### src/rtl/rx_buffer_ctrl_if.sv
// rx_buffer_ctrl_if
//   Bundles the engine-side handshake and the host read port of the
//   receive buffer controller.
//   Engine side : RXRDY, UART_RDATA, RX_Status in; Read out.
//   Host side   : cpu_rd, clr_err in; rd_data, rd_valid, count, empty, full,
//                 err_sticky, rx_int out.
//   slave  : the controller's view.
//   master : the view of whatever drives the engine and host (bench, SoC glue).
interface rx_buffer_ctrl_if #(
    parameter int AW = 4
);
    logic          RXRDY;
    logic [7:0]    UART_RDATA;
    logic [2:0]    RX_Status;
    logic          Read;
    logic          cpu_rd;
    logic [10:0]   rd_data;
    logic          rd_valid;
    logic [AW:0]   count;
    logic          empty;
    logic          full;
    logic [3:0]    err_sticky;
    logic          clr_err;
    logic          rx_int;

    modport slave (
        input  RXRDY, UART_RDATA, RX_Status, cpu_rd, clr_err,
        output Read, rd_data, rd_valid, count, empty, full, err_sticky, rx_int
    );

    modport master (
        output RXRDY, UART_RDATA, RX_Status, cpu_rd, clr_err,
        input  Read, rd_data, rd_valid, count, empty, full, err_sticky, rx_int
    );
endinterface

### src/rtl/rx_buffer_ctrl.sv
// rx_buffer_ctrl
//   Receive-side controller between the UART receive engine and the host.
//   Captures {RX_Status, UART_RDATA} into a DEPTH-entry FIFO when the engine
//   raises RXRDY, pulses Read back to the engine, and serves host pops.
//   Error flags accumulate into err_sticky; rx_int requests host service.
// Ports
//   clk  : system clock, rising edge
//   rst  : synchronous reset, active low
//   bus  : rx_buffer_ctrl_if.slave (engine handshake + host read port)
//
// state | meaning
// ------+-------------------------------------------------------------
// IDLE  | waiting for RXRDY with a free slot
// CAPT  | writing the held byte, Read=1 for this single cycle
// ACK   | byte taken; wait for RXRDY to drop so it is not captured twice
module rx_buffer_ctrl #(
    parameter int DEPTH  = 16,
    parameter int AW     = 4,
    parameter int THRESH = 1
) (
    input  logic             clk,
    input  logic             rst,
    rx_buffer_ctrl_if.slave  bus
);

    typedef enum logic [1:0] {
        IDLE = 2'd0,
        CAPT = 2'd1,
        ACK  = 2'd2
    } state_t;

    localparam logic [AW:0]   DEPTH_C  = (AW+1)'(DEPTH);
    localparam logic [AW:0]   THRESH_C = (AW+1)'(THRESH);
    localparam logic [AW-1:0] PTR_ONE  = {{(AW-1){1'b0}}, 1'b1};
    localparam logic [AW:0]   CNT_ONE  = {{AW{1'b0}}, 1'b1};

    state_t        state, state_nxt;
    logic [10:0]   mem [DEPTH];
    logic [AW-1:0] wptr, rptr;
    logic [AW:0]   count_q;
    logic [10:0]   rd_data_q;
    logic          rd_valid_q;
    logic [3:0]    err_q, err_nxt;
    logic          empty_w, full_w;
    logic          wr_en, pop, underflow;

    assign empty_w   = (count_q == '0);
    assign full_w    = (count_q == DEPTH_C);
    assign pop       = bus.cpu_rd & ~empty_w;
    assign underflow = bus.cpu_rd & empty_w;
    // A pop on the same edge frees the slot a write into a full FIFO would use.
    assign wr_en     = (state == CAPT) & (~full_w | pop);

    always_ff @(posedge clk) begin
        if (!rst) state <= IDLE;
        else      state <= state_nxt;
    end

    always_comb begin
        state_nxt = state;
        case (state)
            IDLE:    if (bus.RXRDY && !full_w) state_nxt = CAPT;
            CAPT:    state_nxt = ACK;
            ACK:     if (!bus.RXRDY) state_nxt = IDLE;
            default: state_nxt = IDLE;
        endcase
    end

    // Storage is deliberately not reset; only pointers and count are.
    always_ff @(posedge clk) begin
        if (rst && wr_en) mem[wptr] <= {bus.RX_Status, bus.UART_RDATA};
    end

    // Clear first, then OR in this edge's events so a coincident set survives.
    always_comb begin
        err_nxt = bus.clr_err ? 4'b0000 : err_q;
        if (wr_en)     err_nxt[2:0] = err_nxt[2:0] | bus.RX_Status;
        if (underflow) err_nxt[3]   = 1'b1;
    end

    always_ff @(posedge clk) begin
        if (!rst) begin
            wptr       <= '0;
            rptr       <= '0;
            count_q    <= '0;
            rd_data_q  <= '0;
            rd_valid_q <= 1'b0;
            err_q      <= '0;
        end else begin
            if (wr_en) wptr <= wptr + PTR_ONE;
            if (pop) begin
                rptr      <= rptr + PTR_ONE;
                rd_data_q <= mem[rptr];
            end
            rd_valid_q <= pop;
            if (wr_en && !pop)      count_q <= count_q + CNT_ONE;
            else if (!wr_en && pop) count_q <= count_q - CNT_ONE;
            err_q <= err_nxt;
        end
    end

    assign bus.Read       = (state == CAPT);
    assign bus.rd_data    = rd_data_q;
    assign bus.rd_valid   = rd_valid_q;
    assign bus.count      = count_q;
    assign bus.empty      = empty_w;
    assign bus.full       = full_w;
    assign bus.err_sticky = err_q;
    assign bus.rx_int     = (count_q >= THRESH_C) | (|err_q);

endmodule

### src/flat_wrapper.sv
// flat-port wrapper written by rule: the top's interface ports become plain ports
module rx_buffer_ctrl_flat 
#(
    parameter int DEPTH  = 16,
    parameter int AW     = 4,
    parameter int THRESH = 1
)
  (clk, rst, bus_RXRDY, bus_UART_RDATA, bus_RX_Status, bus_cpu_rd, bus_clr_err, bus_Read, bus_rd_data, bus_rd_valid, bus_count, bus_empty, bus_full, bus_err_sticky, bus_rx_int);
  rx_buffer_ctrl_if #(.AW(AW)) bus_i ();
  input  logic clk;
  input  logic rst;
  input wire logic [$bits(bus_i.RXRDY)-1:0] bus_RXRDY;
  input wire logic [$bits(bus_i.UART_RDATA)-1:0] bus_UART_RDATA;
  input wire logic [$bits(bus_i.RX_Status)-1:0] bus_RX_Status;
  input wire logic [$bits(bus_i.cpu_rd)-1:0] bus_cpu_rd;
  input wire logic [$bits(bus_i.clr_err)-1:0] bus_clr_err;
  output wire logic [$bits(bus_i.Read)-1:0] bus_Read;
  output wire logic [$bits(bus_i.rd_data)-1:0] bus_rd_data;
  output wire logic [$bits(bus_i.rd_valid)-1:0] bus_rd_valid;
  output wire logic [$bits(bus_i.count)-1:0] bus_count;
  output wire logic [$bits(bus_i.empty)-1:0] bus_empty;
  output wire logic [$bits(bus_i.full)-1:0] bus_full;
  output wire logic [$bits(bus_i.err_sticky)-1:0] bus_err_sticky;
  output wire logic [$bits(bus_i.rx_int)-1:0] bus_rx_int;
  assign bus_i.RXRDY = bus_RXRDY;
  assign bus_i.UART_RDATA = bus_UART_RDATA;
  assign bus_i.RX_Status = bus_RX_Status;
  assign bus_i.cpu_rd = bus_cpu_rd;
  assign bus_i.clr_err = bus_clr_err;
  assign bus_Read = bus_i.Read;
  assign bus_rd_data = bus_i.rd_data;
  assign bus_rd_valid = bus_i.rd_valid;
  assign bus_count = bus_i.count;
  assign bus_empty = bus_i.empty;
  assign bus_full = bus_i.full;
  assign bus_err_sticky = bus_i.err_sticky;
  assign bus_rx_int = bus_i.rx_int;
  rx_buffer_ctrl #(.DEPTH(DEPTH), .AW(AW), .THRESH(THRESH)) u_core (.clk(clk), .rst(rst), .bus(bus_i));
endmodule
### config.mk
export PLATFORM = sky130hd
export DESIGN_NAME = rx_buffer_ctrl_flat
export DESIGN_NICKNAME = d
export VERILOG_FILES = /design/src/rtl/rx_buffer_ctrl_if.sv /design/src/rtl/rx_buffer_ctrl.sv /design/src/flat_wrapper.sv
export SDC_FILE = /design/constraint.sdc
export NUM_CORES = 1
export LEC_CHECK = 0
export BUFFER_PORTS_ARGS = -buffer_cell sky130_fd_sc_hd__buf_2
export CORE_ASPECT_RATIO = 0.8
export CORE_MARGIN = 2
export CORE_UTILIZATION = 55
export CTS_CLUSTER_DIAMETER = 50
export DETAILED_ROUTE_END_ITERATION = 7
export PLACE_DENSITY_LB_ADDON = 0.3
export SLEW_MARGIN = 20
export SYNTH_ARGS = -nofsm -noshare
export SYNTH_HDL_FRONTEND = slang
export SYNTH_SLANG_ARGS = --single-unit
### constraint.sdc
create_clock -name clk -period 2.8 [get_ports clk]
set_input_delay 0.28 -clock clk [delete_from_list [all_inputs] [get_ports clk]]
set_output_delay 0.28 -clock clk [all_outputs]
set_load 0.02 [all_outputs]
# ---- After elaboration in Yosys (flattened, before gate mapping)
# Memories as Yosys holds them, arrays and structs flattened. A register that Yosys moved wholly into a read port is not among the register bits.
# Index checks and enable logic that the tools add are counted.
dict set report totals {
  register_bits 20
  latch_bits 0
  mem_bits_rw 176
  rom_bits 0
  input_bits 16
  output_inout_bits 25
  n_memories 1
}
dict set report classes {
  n_addsub 4
  multipliers 0
  div 0
  n_lt_le_gt_ge 1
  n_eq_ne 5
  n_shift 0
  n_mux 10
  bitwise 8
  reduce_logical 14
}
# name words width rd rd_ports_with_merged_regs write_ports line_no
set mem_list {}
lappend mem_list {u_core.mem 16 11 1 1 1 rx_buffer_ctrl.sv:38} ;# logic [10:0] mem [DEPTH];
# operator count
set ops {}
lappend ops {{$mux W5} 2}
lappend ops {{$add A4 B1 Y4 const B} 2}
lappend ops {{$pmux W2 S3} 1}
lappend ops {{$add A5 B1 Y5 const B} 1}
lappend ops {{$eq A5 B5 Y1 const B} 1}
lappend ops {{$ge A5 B1 Y1 const B} 1}
lappend ops {{$logic_not A5 Y1} 1}
lappend ops {{$sub A5 B1 Y5 const B} 1}
lappend ops {{$logic_and A1 B1 Y1} 4}
lappend ops {{$logic_not A1 Y1} 4}
lappend ops {{$mux W2} 2}
lappend ops {{$mux W4} 1}
lappend ops {{$reduce_bool A2 Y1} 2}
lappend ops {{$reduce_or A4 Y1} 1}
lappend ops {{$and A1 B1 Y1} 3}
lappend ops {{$mux W1} 3}
lappend ops {{$mux W3} 1}
lappend ops {{$or A3 B3 Y3} 1}
lappend ops {{$eq A2 B1 Y1 const B} 1}
lappend ops {{$eq A2 B2 Y1 const B} 1}
lappend ops {{$logic_not A2 Y1} 1}
lappend ops {{$ne A2 B1 Y1 const B} 1}
lappend ops {{$ne A2 B2 Y1 const B} 1}
lappend ops {{$not A1 Y1} 2}
lappend ops {{2 further kinds} 3}

# ---- Depth between registers and ports, before layout
# Gate-level depths: netlist of the first run.
dict set report depth {
  ltp_word 9
  mapped_depth 11
}

# ---- Least setup slack after synthesis of the first run
# Ideal clock, no wire load.
dict set report synth_path {
  path_type {reg2reg}
  start {reg u_core.count_q[0] (netlist: u_core.bus.count[0])}
  end {mem u_core.mem[13][0], enable pin}
  setup_ns 0.378
  t_arrival_ns 2.246
  required_time_ns 2.422
  path_slack_ns 0.176
  stages_incl_launch_ff 8
  path_buffers 1
  period_less_slack_ns 2.624
  cell_sequence {dfxtp_1 inv_1 ha_1 and4bb_1 a21boi_2 buf_2 nand3_1 nor2_1}
}
# item line_no
set synth_lines {}
lappend synth_lines {{start: declaration} rx_buffer_ctrl.sv:40} ;# logic [AW:0] count_q;
lappend synth_lines {{start signal: assignment} rx_buffer_ctrl.sv:96} ;# if (wr_en && !pop) count_q <= count_q + CNT_ONE;
lappend synth_lines {{start signal: assignment} rx_buffer_ctrl.sv:97} ;# else if (!wr_en && pop) count_q <= count_q - CNT_ONE;
lappend synth_lines {{$eq A5 B5 Y1} rx_buffer_ctrl.sv:48} ;# assign full_w = (count_q == DEPTH_C);
lappend synth_lines {{named net bus_full} flat_wrapper.sv:22} ;# output wire logic [$bits(bus_i.full)-1:0] bus_full;
lappend synth_lines {{$not A1 Y1} rx_buffer_ctrl.sv:52} ;# assign wr_en = (state == CAPT) & (~full_w | pop);
lappend synth_lines {{$or A1 B1 Y1} rx_buffer_ctrl.sv:52}
lappend synth_lines {{$and A1 B1 Y1} rx_buffer_ctrl.sv:52}
lappend synth_lines {{$logic_and A1 B1 Y1} rx_buffer_ctrl.sv:71} ;# if (rst && wr_en) mem[wptr] <= {bus.RX_Status, bus.UART_RDATA};
lappend synth_lines {{$mux W1} rx_buffer_ctrl.sv:71}
lappend synth_lines {{$mux W1 (not written as such)} rx_buffer_ctrl.sv:71}
lappend synth_lines {{end: declaration} rx_buffer_ctrl.sv:38}
# The timed path passes the listed nets, and every way through them passes these cells.

# ---- Final worst setup path of the first run
dict set report layout_path {
  start {reg u_core.count_q[0] (netlist: u_core.bus.count[0])}
  end {reg u_core.count_q[4] (netlist: u_core.bus.count[4])}
}
dict set report layout_between {
  elab_chain_len 8
}
# item line_no
set layout_lines {}
lappend layout_lines {{$logic_not A5 Y1} rx_buffer_ctrl.sv:47} ;# assign empty_w = (count_q == '0);
lappend layout_lines {{$not A1 Y1} rx_buffer_ctrl.sv:49} ;# assign pop = bus.cpu_rd & ~empty_w;
lappend layout_lines {{$and A1 B1 Y1} rx_buffer_ctrl.sv:49}
lappend layout_lines {{$or A1 B1 Y1} rx_buffer_ctrl.sv:52}
lappend layout_lines {{$and A1 B1 Y1} rx_buffer_ctrl.sv:52}
lappend layout_lines {{$logic_not A1 Y1} rx_buffer_ctrl.sv:97}
lappend layout_lines {{$logic_and A1 B1 Y1} rx_buffer_ctrl.sv:97}
lappend layout_lines {{$reduce_bool A2 Y1 (no source line)} --}
# Parallel ways exist; a longest one is shown, timed or not. The select of a mux whose other input is x is not followed.
# A chain may end at the register's enable or synchronous reset.

==> results by stage, run 1 <==
Synth:
- The synthesized instance count is 433.
- The top flip-flop cell by instance count after synthesis is sky130_fd_sc_hd__edfxtp_1.
- The mapped netlist covers 8160 um^2.
- The most instantiated library cell after synthesis is sky130_fd_sc_hd__edfxtp_1.
- Ranked by instance count, the synthesized netlist is headed by sky130_fd_sc_hd__edfxtp_1, sky130_fd_sc_hd__mux4_2, sky130_fd_sc_hd__nor2_1.
- Sorting the synthesized cells by area gives the leading types as sky130_fd_sc_hd__edfxtp_1, sky130_fd_sc_hd__mux4_2, sky130_fd_sc_hd__dfxtp_1.
- The number of enable-type register cells in the synthesized netlist is 176.
- The synthesized design contains between 200 and 250 register bits.
- Yosys mapped the design onto 37 distinct sky130hd cell types.
- The library cell with the largest summed area after synthesis is sky130_fd_sc_hd__edfxtp_1.
- The post-synthesis area per instance is about 19 um^2.
- The proportion of netlist area held by the largest area contributor is 64.7%.
- When the netlist entered floorplanning its net count stood at about 460.
- The fraction of registers with async set/reset is 0%.
- The total of warnings raised by yosys is 0.
- After synthesis, flip-flops and latches occupy approximately 72% of the total area.

Floorplanning:
- The initial utilization of the core area, before any placement, comes to 56.7%.
- The number of placed I/O pins is 41.
- The floorplan has 39 rows.
- The overall die area is 15800 um^2.
- From bottom edge to top edge, the die measures 113 um.
- The x dimension of the die is ~140 um.
- The core region is 14400 um^2.

Global routing:
- The first global-routing pass estimated 25100 um of wire.
- The number of global-route vias before repair was ~4300.
- The remaining global-route overflow is 0.
- Entering global routing, the biggest net connects 36 pins.
- The number of antenna violations at the first check in global routing is 0.
- Global routing used 21.3% of the available tracks.

Routing:
- For this block, the via count after detailed routing is 4169.
- In the final routed layout, each cell accounts on average for 23.2 um.
- For this block, the initial DRC count from the detailed router was 320.
- The number of nets with antenna violations after routing is 0.
- The remaining design rule violation count is 0.
- Using the TritonRoute via totals, the vias-per-cell ratio works out to approximately 6.0.
- The first detailed-routing pass took 4 iterations.
- For this block, the routed nets add up to 16200 um of wire.

Status:
- The run finished with clean final reports.

Timing:
- The number of hold violations in the final report was 0.
- The final max-slew violation count is 0.
- The clock period minus final worst setup slack is 2.53 ns.
- The relative slew slack is 66.6%.
- The share of the clock period used by the worst path is 90.4%.
- For the pin with the worst max-slew slack, the measured transition is ~0.5 ns.
- The fmax is 395 MHz.
- Setup repair after global routing left no endpoint under its margin.
- The final sum of negative setup slack is 0 ns.
- The final clock skew is 0.0148 ns.
- The final number of setup-violating endpoints is 0.

Critical path:
- The kind of capture point of the worst setup path is a register.
- Data arrives at the worst endpoint at 2.90 ns.
- The family with the most delay on the worst path is simple AND/OR/NAND/NOR gates.
- Walking the worst path, the cells encountered are inv_1 > ha_1 > or4b_4 > and2_4 > inv_6 > ha_1 > or4b_1 > a21oi_1 > xnor2_1 > nor2_1.
- Of all nets on the critical path, the largest fanout is 17.
- The critical path class is reg -> reg.
- Together, buffers and inverters on the worst path number 2.
- The number of cells on the worst reg-to-reg path is 10.
- The cell that appears most often on the critical path is sky130_fd_sc_hd__ha_1.
- Data on the critical path is required at its endpoint by 3.17 ns.
- The register-to-register setup slack is 0.27 ns.
- The delay of the slowest cell on the worst path is 0.49 ns.
- Among all stages on the critical path, the largest delay is contributed by sky130_fd_sc_hd__or4b_1.
- The total stage count of the critical path is 10.
- The kind of launch point of the worst setup path is a register.

CTS:
- The H-tree depth is 1.
- In this run the deepest clock path goes through 3 buffers.
- The number of clock buffers inserted by TritonCTS is 21.
- Buffers inserted to repair hold after CTS numbered 0.
- The number of setup buffers added after CTS is 0.
- Clock tree synthesis selected as its root buffer the cell sky130_fd_sc_hd__clkbuf_16.
- The number of gates resized after CTS was 0.
- The TritonCTS clock tree is done.
- The clock reaches the later pin of the worst-skew pair after 0.49 ns.
- The clock sink total is ~210.
- The clock transition at the register clock pins on the worst setup and hold paths after CTS is 0.06 ns.

Flow run:
- Across the run, the number of max-cap violations was 0.

Pwr:
- The largest voltage drop on the vdd net is 0.000476 V.
- The switching power is 2.05 mW.
- The total power is between 7 and 8 mW.
- The total leakage power is roughly 3.1 nW.
- The share of total power consumed by net switching is 26.3%.
- The sequential power share is 46.2%.
- Cell internal power was estimated by the tool at about 5.8 mW.
- The part of the total power dissipated in combinational logic is 18.3%.
- The power density normalized to cell area is 832 nW/um^2.
- The share of power burned in the clock network is 35.6%.

Cells and area:
- Of the cells placed in the final design, the portion with a size suffix greater than 1 is 30.8%.
- The net count of the finished layout is 524.
- The repair_antennas step left the layout with diodes totalling 0.
- The area added between synthesis and finish is 15.0%.

Hold path:
- Counting instances, the worst hold path has a depth of 3.
- The class of the worst hold path is in -> reg.

Placed design:
- The congestion estimate from routability-driven global placement came to 0.778.
- The post-DP HPWL is 9970 um.
- The count of input and output buffers is 40.
[cells by family (layout without fill, tap and decap cells)]
kind of cell    count (synthesis)  count (layout)  share of synthesized area [%]
flops                         207             207                           72.3
simple gates                   84              84                           5.23
mux                            69              69                           15.2
buf+inv                        30             110                           1.95
compound gates                 26              26                           2.99
fa+ha+maj                      10              10                           1.53
xor+xnor                        7               7                          0.751
[power groups by stage]
stage | logic, mW | clock network, mW | registers [mW]
2_1_floorplan | 0.964 | 0 | 3.73
3_3_place_gp | 1.41 | 0 | 3.67
3_5_place_dp | 1.44 | 0 | 3.67
4_1_cts | 1.45 | 2.84 | 3.61
5_1_grt | 1.54 | 2.95 | 3.63
6_report | 1.43 | 2.78 | 3.61
[path summary, 6_finish.rpt]
kind                                             to                start
worst max register to register  u_core.bus.count[4]  u_core.bus.count[0]
worst min register to register      u_core.state[0]      u_core.state[1]
worst max-delay path            u_core.bus.count[4]  u_core.bus.count[0]
worst min-delay path                u_core.state[0]            bus_RXRDY
[metrics by stage]
step	instance area (um^2)	instances	util [%]	setup slack, ns	hold WS, ns
floorplan	8160	433	-	0.176	0.379
global placement	8690	659	60.3	0.362	0.440
detailed placement	8690	659	60.3	0.291	0.451
CTS	9390	697	65.2	0.269	0.0513
global route	9390	697	65.2	0.145	0.0835
finish	9390	697	65.2	0.270	0.0638
[final cells by class]
| cell class | count | area [um^2] |
|---|---|---|
| Timing Repair Buffer | 63 | 410 |
| Tap cell | 184 | 230 |
| Fill cell | 977 | 5010 |
| Sequential cell | 207 | 5910 |
| Inverter | 9 | 38.8 |
| Multi-Input combinational cell | 196 | 2100 |
| Clock buffer | 27 | 588 |
| Clock inverter | 11 | 111 |
[layout by cell type, fill, tap and decap left out, types with 3 or more instances in the layout]
master                      synthesis  layout
sky130_fd_sc_hd__clkbuf_16          0      21
sky130_fd_sc_hd__clkinv_1           0       4
sky130_fd_sc_hd__mux4_2            44      44
sky130_fd_sc_hd__xnor2_1            4       4
sky130_fd_sc_hd__inv_1              8       8
sky130_fd_sc_hd__nand2_1            9       9
sky130_fd_sc_hd__nor2_1            35      35
sky130_fd_sc_hd__o221ai_2          10      10
sky130_fd_sc_hd__inv_6              1       3
sky130_fd_sc_hd__a21oi_1           11      11
sky130_fd_sc_hd__dfxtp_1           31      29
sky130_fd_sc_hd__nor2b_1            5       5
sky130_fd_sc_hd__ha_1              10      10
sky130_fd_sc_hd__buf_4              2      20
sky130_fd_sc_hd__edfxtp_1         176     176
sky130_fd_sc_hd__buf_12             1       3
sky130_fd_sc_hd__xor2_1             3       3
sky130_fd_sc_hd__clkbuf_8           0       4
sky130_fd_sc_hd__mux2i_1           25      25
sky130_fd_sc_hd__buf_2              8      40
sky130_fd_sc_hd__nand3_1           15      15
sky130_fd_sc_hd__nand4_1            3       3
[state kept, by name (all words and copies together) (netlist names)]
| name | flops |
|---|---|
| u_core.bus.count | 5 |
| u_core.bus.rd_data | 11 |
| u_core.mem | 176 |
| u_core.rptr | 4 |
| u_core.bus.rd_valid | 1 |
| u_core.wptr | 4 |
| u_core.bus.err_sticky | 4 |
| u_core.state | 2 |
[per-layer routing]
metal,vias to the layer above,global-route usage [%],wire length [um]
met1,2137,31.9,7260
met2,139,33.5,7610
met5,-,0,0
met4,0,5.79,308
li1,1865,-,-
met3,28,3.13,978
[tightest hold or removal path: cells and delay by family]
| kind | cells | cell delay, ns |
|---|---|---|
| and+or+nand+nor | 2 | 0.13 |
| buffers and inverters | 1 | 0.09 |
No activity file was read; power rests on OpenSTA's default activity.
==> run 2: changes to the inputs <==
--- a/config.mk
+++ b/config.mk
@@ -11,7 +11,7 @@
 export CORE_UTILIZATION = 55
 export CTS_CLUSTER_DIAMETER = 50
 export DETAILED_ROUTE_END_ITERATION = 7
-export PLACE_DENSITY_LB_ADDON = 0.3
+export PLACE_DENSITY_LB_ADDON = 0.05
 export SLEW_MARGIN = 20
 export SYNTH_ARGS = -nofsm -noshare
 export SYNTH_HDL_FRONTEND = slang
==> run 2 against run 1 <==
Clock power is 6% lower. Setup slack better by 0.025 ns. Design area hardly changed. Critical path type unchanged.
==> results by stage, run 2 (same netlist as run 1, synthesis figures left out) <==
Critical path:
- The critical path starts at u_core.bus.count[0].
- In this design, the largest share of critical-path delay is due to simple AND/OR/NAND/NOR gates.
- Data on the critical path is required at its endpoint by 3.16 ns.
- The kind of capture point of the worst setup path is a register.
- STA classifies the critical path startpoint as a register.
- The largest single stage delay on the critical path is 0.50 ns.
- The most critical setup path has its endpoint at u_core.bus.count[4].
- The number of cells on the worst reg-to-reg path is 10.
- The most frequent cell on the critical path is sky130_fd_sc_hd__ha_1.
- The total buffers and inverters traversed by the critical path is 2.
- Across all register-to-register paths, the minimum setup slack is just under 0.3 ns.
- Data on the critical path arrives at its endpoint at 2.87 ns.
- The signal on the critical path passes through inv_1 > ha_1 > or4b_4 > and2_4 > inv_6 > ha_1 > or4b_1 > a21oi_1 > xnor2_1 > nor2_1.
- The critical register-to-register path startpoint is u_core.bus.count[0].
- The critical path runs through a total of 10 cells.
- Among all stages on the critical path, the largest delay is contributed by sky130_fd_sc_hd__or4b_1.
- The critical path class is reg -> reg.
- The end of the worst register-to-register path is u_core.bus.count[4].
- The peak fanout along the critical path is 17.

CTS:
- Clock-pin slew was measured on the worst setup and hold paths at 0.06 ns.
- The number of cells upsized or downsized after cts is 0.
- The clock latency at the later pin of the worst-skew pair is 0.48 ns.
- The H-tree depth is 1.
- The cell at the root of the clock tree is sky130_fd_sc_hd__clkbuf_16.
- The tree built by TritonCTS fans out to 207 sinks.
- In this run the post-CTS setup repair buffer count came out at 0.
- Buffers inserted to repair hold after CTS numbered 0.
- In this run the deepest clock path goes through 3 buffers.
- TritonCTS built the clock tree.
- Counting the buffers created by CTS gives 20.

Floorplanning:
- The initialized floorplan defines 39 standard-cell rows.
- Pin placement for this block handled 41 I/O pins.
- The y dimension of the die is 113 um.
- The die covers 15800 um^2.
- The x dimension of the die is ~140 um.
- The core region area is around 14000 um^2.
- The starting density of the core is 56.7%.

Status:
- The flow ran to the end, and the final reports show no timing, DRC or antenna violations.

Timing:
- The final max-slew violation count is 0.
- The number of hold violations in the final report came to 0.
- Based on the critical path, the design can be clocked at up to 399 MHz.
- The share of the clock period used by the worst path is roughly nine tenths.
- The worst setup slack after layout is 0.295 ns.
- The worst-margin pin slew is 0.514 ns.
- The tightest hold path in the finished design has a slack of just under 0.07 ns.
- The final clock skew is between 0.01 and 0.015 ns.
- Setup repair after global routing left no endpoint under its margin.
- The relative slew slack is 65.6%.
- In the final timing run, aggregate negative setup slack is 0 ns.
- The clock period minus final worst setup slack is 2.50 ns.
- Setup violations remaining at the end of the flow were counted as 0.

Placed design:
- The placer's final routability congestion estimate is approximately 0.81.
- The number of placed instances, taps included is 670.
- The post-DP HPWL is 10200 um.
- The setup slack at placement is around 0.29 ns.
- Buffers placed on the I/O ports in this run total 40.

Pwr:
- The share of total power consumed by net switching is 25.9%.
- The share of total power dissipated in sequential elements is 47.5%.
- In this run, the clock network consumes between 30% and 40% of the power.
- In this run the power spent charging and discharging nets is 1.97 mW.
- The internal portion of total power is around 5.6 mW.
- In this run the power density over the cells is 810 nW/um^2.
- The largest voltage drop on the vdd net is 0.000672 V.
- Summed over all cells, the static leakage comes to 3.15 nW.
- Combinational logic burns 18.4% of the power.

Cells and area:
- The flip-flop count of the largest register after layout is around 180.
- The register ranked first by flip-flop count is u_core.mem.
- The share of final-layout standard cells stronger than drive strength 1 is 31.7%.
- The library cell used most frequently in the layout, excluding fill and tap cells, is sky130_fd_sc_hd__edfxtp_1.
- The number of nets in the finished design is 534.
- The area added between synthesis and finish is 15.1%.
- Leaving out filler cells and counting taps, the final layout contains 705.
- The top cell types in the final layout, fill and taps aside, are sky130_fd_sc_hd__edfxtp_1, sky130_fd_sc_hd__mux4_2, sky130_fd_sc_hd__buf_2.
- The antenna diode count is 0.

Routing:
- The initial DRC count is 259.
- The number of nets with antenna violations after routing is 0.
- The average wire per cell in the routed design is 22.3 um.
- After detailed routing, the number of remaining DRC violations is 0.
- The number of detailed-route iterations in the first pass is 4.
- The via-per-instance ratio is 5.84.
- Summing over every cut layer, the via total after detailed routing is 4115.
- The total routed wirelength is 15700 um.

Global routing:
- The total overflow left after global routing is 0.
- The number of antenna violations at the first check in global routing is 0.
- The wire length of the first global-routing pass is 24500 um.
- Global routing consumed, over all layers together, around 21% of the routing resources.
- The pin count of the biggest net entering global routing is 28.
- The number of global-route vias before repair is 4237.

Flow run:
- The tool flagged a number of max-cap violations equal to 0.

Hold path:
- The tightest min-delay check is of the in -> reg type.
## run 2: changes by cell type in the layout (fill, tap and decap cells not counted), sizes merged
cell    previous run  this run
inv               11         9
clkbuf            27        26
clkinv             7         8
bufinv             2         1
buf               63        74
## run 2: worst min-delay path by stage
stage                            from  cells past startpoint               end  slack, ns
CTS                         bus_RXRDY                      3   u_core.state[0]       0.05
finish                      bus_RXRDY                      3   u_core.state[0]       0.07
global route                bus_RXRDY                      3   u_core.state[0]       0.11
global placement      u_core.state[1]                      1   u_core.state[0]       0.44
floorplan           bus_UART_RDATA[0]                      0  u_core.mem[0][0]       0.38
detailed placement    u_core.state[1]                      1   u_core.state[0]       0.45
## run 2: stage by stage
stage          total power, mW  utilization (%)  instance area, um^2
2_1_floorplan             4.69                -                 8160
3_3_place_gp              5.08             60.8                 8750
3_5_place_dp              5.10             60.8                 8750
4_1_cts                   7.70             65.2                 9390
5_1_grt                   7.93             65.2                 9390
6_report                  7.61             65.2                 9390
## run 2: power by group through the flow
stage	Sequential [mW]	Combinational [mW]	Clock, mW
after detailed placement	3.68	1.42	0
after global placement	3.68	1.40	0
after floorplan	3.73	0.964	0
after CTS	3.62	1.42	2.66
after global routing	3.64	1.52	2.78
final	3.61	1.40	2.60
## run 2: tightest hold or removal path, cell delays in order
cell and delay [ns]:
sky130_fd_sc_hd__buf_2 0.09, sky130_fd_sc_hd__nand2b_1 0.08, sky130_fd_sc_hd__nor4_1 0.05
## run 2: final cells by class
type | instances | area [um^2]
Tap cell | 184 | 230
Sequential cell | 207 | 5910
Inverter | 9 | 38.8
Multi-Input combinational cell | 196 | 2100
Timing Repair Buffer | 74 | 468
Clock inverter | 9 | 62.6
Clock buffer | 26 | 584
Fill cell | 1001 | 5000
## run 2: routing by layer
metal / up-vias / part of all wire [%] / wire (um) / global-route usage (%)
li1: 1878 / - / - / -
met1: 2087 / 45 / 7040 / 30.2
met2: 129 / 47 / 7390 / 32.8
met3: 21 / 6.1 / 955 / 3.60
met4: 0 / 2.0 / 310 / 5.52
met5: - / 0 / 0 / 0
==> run 3: changes to the inputs <==
--- a/config.mk
+++ b/config.mk
@@ -5,6 +5,7 @@
 export SDC_FILE = /design/constraint.sdc
 export NUM_CORES = 1
 export LEC_CHECK = 0
+export ABC_AREA = 1
 export BUFFER_PORTS_ARGS = -buffer_cell sky130_fd_sc_hd__buf_2
 export CORE_ASPECT_RATIO = 0.8
 export CORE_MARGIN = 2
==> run 3 against run 2 <==
Non-clock buffer count down 12. Total power up 15%. Sequential cell count unchanged. Die area up 11%. Cell count up 68%. Clock power up 5%. Global-route usage up 4.7 points. Area after synthesis up 11%. Sequential share of layout area down 4.9 points. Critical path type unchanged. Highest routed layer unchanged.
==> results by stage, run 3 <==
Timing:
- The final critical path takes up 86.5% of the cycle.
- At the pin with the least slew margin, the transition time is 1.00 ns.
- The number of hold violations in the final report is 0.
- The clock period minus final worst setup slack is 2.42 ns.
- The final number of setup-violating endpoints is 0.
- The final clock skew is 0.0128 ns.
- The relative slew slack is 33.2%.
- The final sum of negative setup slack is 0 ns.
- Setup repair after global routing left no endpoint under its margin.
- The final max-slew violation count came to 0.
- The fmax is slightly above 400 MHz.

Routing:
- In this run the remaining antenna-violating nets after routing total 0.
- The remaining design rule violation count is 0.
- In the final routed layout, each cell accounts on average for around 18 um.
- After the first detailed-routing iteration, the DRC count stood at 614.
- The routed layout has 6212 vias.
- The via-per-instance ratio is 5.26.
- The first TritonRoute pass finished after 5 iterations.
- The total routed wirelength is 21400 um.

Cells and area:
- The area growth from synthesis to layout is 12.3%.
- The repair_antennas step left the layout with diodes totalling 0.
- After filler insertion, the fill cell instance count of the layout stands at 1316.
- Of the cells placed in the final design, the portion with a size suffix greater than 1 is 12.9%.
- In the layout the commonest cells are sky130_fd_sc_hd__nand2_1, sky130_fd_sc_hd__edfxtp_1, sky130_fd_sc_hd__nand3_1.
- The register ranked first by flip-flop count is u_core.mem.
- The most frequent standard cell in the layout excluding fill and tap cells is sky130_fd_sc_hd__nand2_1.
- The area occupied by registers is 5910 um^2.
- After the last flow step, the layout net total stands at 977.
- The combined area of the multi-input logic cells is 2440 um^2.
- The register with the most flip-flops in the layout has between 150 and 200 of them.

CTS:
- The number of cells upsized or downsized after cts is 0.
- The cell at the root of the clock tree is sky130_fd_sc_hd__clkbuf_16.
- The TritonCTS clock tree is done.
- Clock tree synthesis inserted a total of 22 buffers.
- Clock-pin slew was measured on the worst setup and hold paths at 0.06 ns.
- The number of post-CTS setup repair buffers is 0.
- The H-tree depth is 1.
- In this run, post-CTS hold repair placed 0 buffers.
- The clock sink total is 207.
- The clock latency at the later pin of the worst-skew pair is ~0.50 ns.
- The number of buffers on the longest clock path is 3.

Critical path:
- The total buffers and inverters traversed by the critical path is 3.
- The kind of launch point of the worst setup path is a register.
- The worst setup path is captured at a register.
- The end of the worst register-to-register path is u_core.mem[13][9].
- The most frequent cell on the critical path is sky130_fd_sc_hd__nand2_4.
- At the worst endpoint, the arrival time is 2.62 ns.
- The critical path class is reg -> reg.
- Along the worst path, the maximum fanout reaches 9.
- The register-to-register setup slack is between 0.3 and 0.4 ns.
- The critical register-to-register path startpoint is u_core.bus.count[0].
- For this run, the slowest stage of the critical path takes around 0.45 ns.
- The number of cells on the worst reg-to-reg path is 10.
- The critical path goes through inv_1 > ha_1 > nand3_2 > nand2_4 > nand2_2 > nand2_4 > inv_8 > nand2_4 > nor3_2 > buf_4.
- The worst path required time is 3.00 ns.
- On the critical path the largest part of the delay comes from simple AND/OR/NAND/NOR gates.
- The worst-path cell with the longest stage delay is sky130_fd_sc_hd__nor3_2.

Hold path:
- In this run the most critical hold path is launched from bus_RXRDY.
- The cell depth of the worst min-delay path is 3.
- The class of the worst hold path is in -> reg.
- The endpoint of the worst hold path is u_core.state[0].

Flow run:
- The number of max-cap violations is 0.

Pwr:
- The sequential power share is 41.1%.
- The internal portion of total power is 5.74 mW.
- The share of total power consumed by net switching is between 30% and 40%.
- Overall power consumption after layout is estimated at about 8.7 mW.
- The share of power burned in the clock network is 31.2%.
- In this run the power spent charging and discharging nets is around 3.0 mW.
- Power spread over the standard cell area amounts to 856 nW/um^2.
- The worst-case IR drop observed on VDD is 0.000563 V.
- The part of the total power dissipated in combinational logic is 27.6%.
- The total leakage power is 4.33 nW.

Placed design:
- Routability-driven placement finished with a final weighted congestion of between 0.8 and 0.9.
- The post-DP HPWL is 13300 um.
- The count of input and output buffers is 40.

Status:
- The run finished with clean final reports.

Synth:
- The number of nets in the synthesized netlist is 933.
- In the synthesized netlist the dominant register cell turns out to be sky130_fd_sc_hd__edfxtp_1.
- The register bit total from synthesis is 207.
- The total of warnings raised by yosys is 0.
- The number of enable-type register cells in the synthesized netlist is 176.
- The most instantiated library cell after synthesis is sky130_fd_sc_hd__nand2_1.
- The fraction of registers with async set/reset is 0%.
- The post-synthesis cell type count is 30.
- The proportion of netlist area held by the largest area contributor is 58.3%.
- The library cell with the largest summed area after synthesis is sky130_fd_sc_hd__edfxtp_1.
- The mapped netlist covers ~9000 um^2.
- After technology mapping, the gate count stands at ~910.
- The post-synthesis area per instance is between 9 and 10 um^2.
- After synthesis, the cell types taking the most area are sky130_fd_sc_hd__edfxtp_1, sky130_fd_sc_hd__nand2_1, sky130_fd_sc_hd__nand3_1.
- The portion of the post-synthesis area used by sequential elements is 65.2%.
- Sorting the synthesized cells by how often they occur yields sky130_fd_sc_hd__nand2_1, sky130_fd_sc_hd__edfxtp_1, sky130_fd_sc_hd__nand3_1.

Floorplanning:
- The count of standard-cell rows is between 40 and 50.
- In this run the horizontal extent of the chip is around 150 um.
- The core region area is 16000 um^2.
- The starting density of the core is 56.8%.
- The overall die area is between 15000 and 20000 um^2.
- 41 I/O pins were placed.
- The y dimension of the die is 119 um.

Global routing:
- Summed over all layers, the global routing overflow is 0.
- In the global route stage, overall resource usage came out at between 20% and 30%.
- The number of global-route vias before repair is 5929.
- The pin count of the biggest net entering global routing is 91.
- The number of antenna violations at the first check in global routing was 1.
- The first global-routing pass estimated 33600 um of wire.
[run 3: logic make-up after synthesis]
logic type / Yosys count / synth area share [%]
xor gates and xnor gates: 4 / 0.387
buffers and inverters: 174 / 8.33
AOI/OAI and AO/OA: 29 / 1.75
DFF: 207 / 65.2
and+or+nand+nor: 483 / 23.0
adders and majority gates: 10 / 1.38
[run 3: cell type report]
cell class              count  area share (%)
clock buffers              34            6.26
clock inverters             6           0.418
inverters                 132            4.97
multi-input cells         526            24.0
flip-flops and latches    207            58.0
well taps                 215            2.64
repair buffers             62            3.71
[run 3: through the flow]
stage	cells	setup slack, ns	hold slack [ns]	area, um^2	utilization [%]
finish	1182	0.378	0.0411	10200	63.8
global route	1182	0.199	0.0589	10200	63.8
CTS	1182	0.400	0.0329	10200	63.8
detailed placement	1142	0.439	0.474	9500	59.5
global placement	1142	0.551	0.457	9500	59.5
floorplan	907	0.231	0.379	9060	-
[run 3: power groups by stage]
stage	clock network [mW]	logic (mW)	registers, mW
after floorplan	0	1.62	3.76
final	2.72	2.41	3.58
after global routing	2.90	2.70	3.60
after CTS	2.77	2.40	3.58
after global placement	0	2.36	3.64
after detailed placement	0	2.39	3.65
[run 3: worst max-delay path by stage]
stage,start,cells after the start,endpoint
3_3_place_gp,u_core.bus.count[0],12,u_core.bus.count[2]
4_1_cts,u_core.bus.count[0],10,u_core.mem[13][9]
3_5_place_dp,u_core.bus.count[0],10,u_core.mem[13][0]
6_report,u_core.bus.count[0],10,u_core.mem[13][9]
2_1_floorplan,u_core.bus.count[0],9,u_core.mem[13][0]
5_1_grt,u_core.bus.count[0],12,u_core.bus.count[4]
[run 3: worst register-to-register path, delay by kind of cell (launching register included)]
| family | cells | cell delay (ns) |
|---|---|---|
| flip-flops | 1 | 0.42 |
| buffers and inverters | 3 | 0.51 |
| adder cells (fa/ha/maj) | 1 | 0.26 |
| AND/OR/NAND/NOR | 6 | 0.94 |
[run 3: routing by layer]
| layer | GRT usage, % | share of wire [%] | wire (um) | vias up |
|---|---|---|---|---|
| met2 | 38.7 | 45 | 9730 | 177 |
| met3 | 4.48 | 6.1 | 1300 | 29 |
| met5 | 0 | 0 | 0 | - |
| li1 | - | - | - | 3031 |
| met1 | 38.8 | 47 | 10100 | 2975 |
| met4 | 4.63 | 1.5 | 325 | 0 |
